### src/rtl/reg_file_wb.sv
// Register file with write-through bypass and pending-write scoreboard for the ID/WB boundary.
// Reads combinational, writes and scoreboard updates 1 edge; no handshake, every edge sampled.
module reg_file_wb #(
   parameter int DATA_WIDTH = 16,
   parameter int ADDR_WIDTH = 3
) (
   input  logic                  clk,
   input  logic                  rst,
   input  logic [ADDR_WIDTH-1:0] raddr1,
   input  logic [ADDR_WIDTH-1:0] raddr2,
   output logic [DATA_WIDTH-1:0] rdata1,
   output logic [DATA_WIDTH-1:0] rdata2,
   output logic                  busy1,
   output logic                  busy2,
   input  logic                  we,
   input  logic [ADDR_WIDTH-1:0] waddr,
   input  logic [DATA_WIDTH-1:0] wdata,
   input  logic                  issue,
   input  logic [ADDR_WIDTH-1:0] iaddr,
   input  logic                  flush
);

   localparam int NREGS = 2 ** ADDR_WIDTH;

   logic [DATA_WIDTH-1:0] r_regs [NREGS];
   logic [NREGS-1:0]      r_pend;
   logic [NREGS-1:0]      w_pend_nxt;
   logic                  w_wr_en;
   logic                  w_set_en;

   // Gating with rst keeps the bypass from leaking wdata while reset is held.
   assign w_wr_en  = we && (waddr != '0) && !rst;
   assign w_set_en = issue && (iaddr != '0);

   always_comb begin
      w_pend_nxt = r_pend;
      if (w_wr_en) begin
         w_pend_nxt[waddr] = 1'b0;
      end
      if (w_set_en) begin
         w_pend_nxt[iaddr] = 1'b1;
      end
      if (flush) begin
         w_pend_nxt = '0;
      end
      w_pend_nxt[0] = 1'b0;
   end

   always_ff @(posedge clk or posedge rst) begin
      if (rst) begin
         for (int i = 0; i < NREGS; i++) begin
            r_regs[i] <= '0;
         end
         r_pend <= '0;
      end else begin
         if (w_wr_en) begin
            r_regs[waddr] <= wdata;
         end
         r_pend <= w_pend_nxt;
      end
   end

   always_comb begin
      rdata1 = '0;
      rdata2 = '0;
      if (raddr1 != '0) begin
         rdata1 = (w_wr_en && (waddr == raddr1)) ? wdata : r_regs[raddr1];
      end
      if (raddr2 != '0) begin
         rdata2 = (w_wr_en && (waddr == raddr2)) ? wdata : r_regs[raddr2];
      end
   end

   // A write retiring this cycle is served by the bypass, so it is not a hazard.
   assign busy1 = r_pend[raddr1] & ~(w_wr_en && (waddr == raddr1));
   assign busy2 = r_pend[raddr2] & ~(w_wr_en && (waddr == raddr2));

endmodule

### config.mk
export PLATFORM = sky130hd
export DESIGN_NAME = reg_file_wb
export DESIGN_NICKNAME = d
export VERILOG_FILES = /design/src/rtl/reg_file_wb.sv
export SDC_FILE = /design/constraint.sdc
export NUM_CORES = 1
export LEC_CHECK = 0
export BUFFER_PORTS_ARGS = -buffer_cell sky130_fd_sc_hd__buf_2
export CAP_MARGIN = 10
export CELL_PAD_IN_SITES_DETAIL_PLACEMENT = 1
export CELL_PAD_IN_SITES_GLOBAL_PLACEMENT = 1
export CORE_AREA = 4 4 99 171
export DETAILED_ROUTE_END_ITERATION = 10
export DIE_AREA = 0 0 103 175
export GPL_ROUTABILITY_DRIVEN = 0
export HOLD_SLACK_MARGIN = 0.1
export PLACE_DENSITY = 0.78
export RECOVER_POWER = 25
export SKIP_LAST_GASP = 1
export SLEW_MARGIN = 20
export SYNTH_ARGS = -nofsm -noshare
export SYNTH_HDL_FRONTEND = slang
export SYNTH_SLANG_ARGS = --single-unit
### constraint.sdc
create_clock -name clk -period 6.18 [get_ports clk]
set_clock_uncertainty 0.1 [all_clocks]
set_input_delay 0.309 -clock clk [delete_from_list [all_inputs] [get_ports clk]]
set_output_delay 0.309 -clock clk [all_outputs]
set_load 0.01 [all_outputs]
==> qor.yml <==
outcome:
  outcome: "finished, final reports clean"
worst_setup_path:
  critPathLaunchType: "primary input"
  critical_path_required_ps: 5770
  critical_path.endpoint_type: "primary output"
  cp_max_fo: 66
  setup.worst_path.class: "in2out"
  critPathArrivalTime_ps: 2930
layout:
  fin_nets: 598
  fill_cells: 1493
  fin_util: 0.560
  instances_no_fill: 764
  syn_to_final_growth_pct: 13.0
  antennaDiodeCount: 0
  drive_above_1_share: 0.498
synth:
  synthTopCellsByArea: "dfrtp_1 (44%), mux4_2 (19%), mux2_2 (15%)"
  syn_area_mm2: 0.00766
  syn_avg_cell_area_um2: 14.4
  synth_seq_cells: 135
  synthFlopType: "dfrtp_1"
  synthCells: 531
  ys_top_cells_by_count: "dfrtp_1 (135), mux2_2 (103), mux4_2 (66)"
  synth.largest_area_cell: "dfrtp_1"
  synth_edf_count: 0
  ys_async_sr_fraction: 1.00
  synth_cell_types: 32
  synth_most_common_cell: "dfrtp_1"
  synth_top_cell_area_share: 0.441
  yosysSeqAreaShare: 0.441
  syn-num-nets: 564
  yosys_warnings: 0
timing:
  finalCriticalPeriod_ps: 3340
  hold_viol_final: 0
  slew_viol_final: 0
  fmax_ghz: 0.300
  setup_tns_ps: 0
  relSlewSlack: 0.191
  setup_viol: 0
  rsz0062_at_grt: "no"
  worst_pin_slew_ps: 1210
  post-route-period-util: 0.540
clock_network:
  clockRootBuffer: "clkbuf_16"
  cts_made_buffers: 17
  holdBufCountCts: 3
  htree_levels: 4
  worstSkewPairLatency_ps: 420
  cts_resized: 0
  cts_tree: "yes"
  cts_buffer_depth: 2
  cts_sinks: 135
  clkTransAtPathRegs_ps: 60
  post_cts_buffers: 0
die:
  dieHeight_um: 175
  rows: 60
  io_pins: 67
  die_x_um: 103
  core_area_mm2: 0.0155
  start_util: 0.495
  fp.dieArea_mm2: 0.0180
global_route:
  grt_pass1_wl_um: 34100
  grt.total_usage: 0.255
  grt_antenna_before_repair: 0
  overflow: 0
  grt_max_degree: 77
  grt_pass1_vias: 5755
min_path:
  hold_path_class: "in2reg"
pwr:
  power.density_mw_per_mm2: 346
  p_total_mw: 2.99
  leakage_nw: 3.76
  peakVddDrop_mv: 0.180
detailed_routing:
  drtPass1Iterations: 4
  vias: 5065
  drt-initial-drc-count: 238
  routedWlPerCell_um: 28.3
  drc: 0
  via_per_inst: 6.63
  routed_wl_um: 21600
  antenna_left: 0
place:
  io_buffers: 66
  placedCellCount: 729
  dp_hpwl_um: 12500
job:
  drv_cap: 0
-- metal layers --
| layer | wire length [um] | up-vias | track usage | part of all wire |
|---|---|---|---|---|
| met1 | 8120 | 2738 | 0.301 | 0.38 |
| met2 | 12200 | 136 | 0.460 | 0.56 |
| met5 | 0 | - | 0 | 0 |
| met4 | 537 | 0 | 0.0794 | 0.025 |
| li1 | - | 2150 | - | - |
| met3 | 785 | 41 | 0.0451 | 0.036 |
-- worst max-delay path: stages --
cell and delay (ps):
dlygate4sd3_1 530, clkbuf_1 150, inv_4 580, o311ai_4 200, buf_4 390, o21ai_0 370
o311a_1 240, buf_2 140
-- worst paths after layout --
kind                                            to                    start  depth (start not counted)  slack (ps)
max                                     rdata1[15]                      rst                          8        2840
min                            r_pend[7]$_DFF_PP0_                 iaddr[1]                          3         130
max reg2reg                    r_pend[5]$_DFF_PP0_      r_pend[5]$_DFF_PP0_                          3        4860
min reg2reg                r_regs[113]$_DFFE_PP0P_  r_regs[113]$_DFFE_PP0P_                          0         300
max in group asynchronous   r_regs[62]$_DFFE_PP0P_                      rst                          4        3950
min in group asynchronous   r_regs[88]$_DFFE_PP0P_                      rst                          3         530
-- logic make-up (layout without fill, tap and decap cells) --
group,after synthesis,after routing,synth area share
buffers and inverters,67,114,0.0426
and+or+nand+nor,35,35,0.0265
DFF,135,135,0.441
xor gates and xnor gates,6,6,0.00686
AOI/OAI and AO/OA,72,72,0.0704
muxes,216,216,0.412
-- stage by stage --
stage                     setup slack (ps)  area (um2)  hold slack (ps)
after floorplan                       1300        7660              272
after detailed placement              3170        8000              286
after CTS                             2840        8660              117
after global routing                  2620        8650              131
after global placement                3200        8000              276
final                                 2840        8650              130
-- registers in the layout, summed over array words and instances, names as in the netlist --
signal,count
r_pend,7
r_regs,128
-- area by class of cell --
class / count / area [um2] / share of cell area
clock inverter: 14 / 188 / 0.0217
clock buffer: 18 / 439 / 0.0507
multi-input combinational: 329 / 3970 / 0.458
tap: 186 / 233 / 0.0269
sequential: 135 / 3380 / 0.390
inverter: 2 / 10.0 / 0.00116
timing repair buffer: 80 / 442 / 0.0510
-- layout by cell type, fill, tap and decap left out, drive strengths merged --
cell,count
o311ai,1
inv,9
nand3,4
buf,76
nor3b,2
a21oi,2
bufinv,3
and3,2
o311a,32
clkinvlp,1
a22oi,2
nor2,10
clkinv,3
nand4,1
nand2,4
or3,3
nand3b,2
mux2,112
mux2i,38
and3b,1
dfrtp,135
a32oi,2
xnor2,6
nand2b,2
mux4,66
clkbuf,19
dlygate4sd3,3
o21a,1
nor2b,4
o21ai,32
-- report_power, final --
part | total [mW] | switching (mW) | internal (mW)
Clock | 1.08 | 0.425 | 0.658
Combinational | 0.714 | 0.304 | 0.410
Sequential | 1.19 | 0.137 | 1.06
Total | 2.99 | 0.866 | 2.13
(Power assumes the default switching activity.)
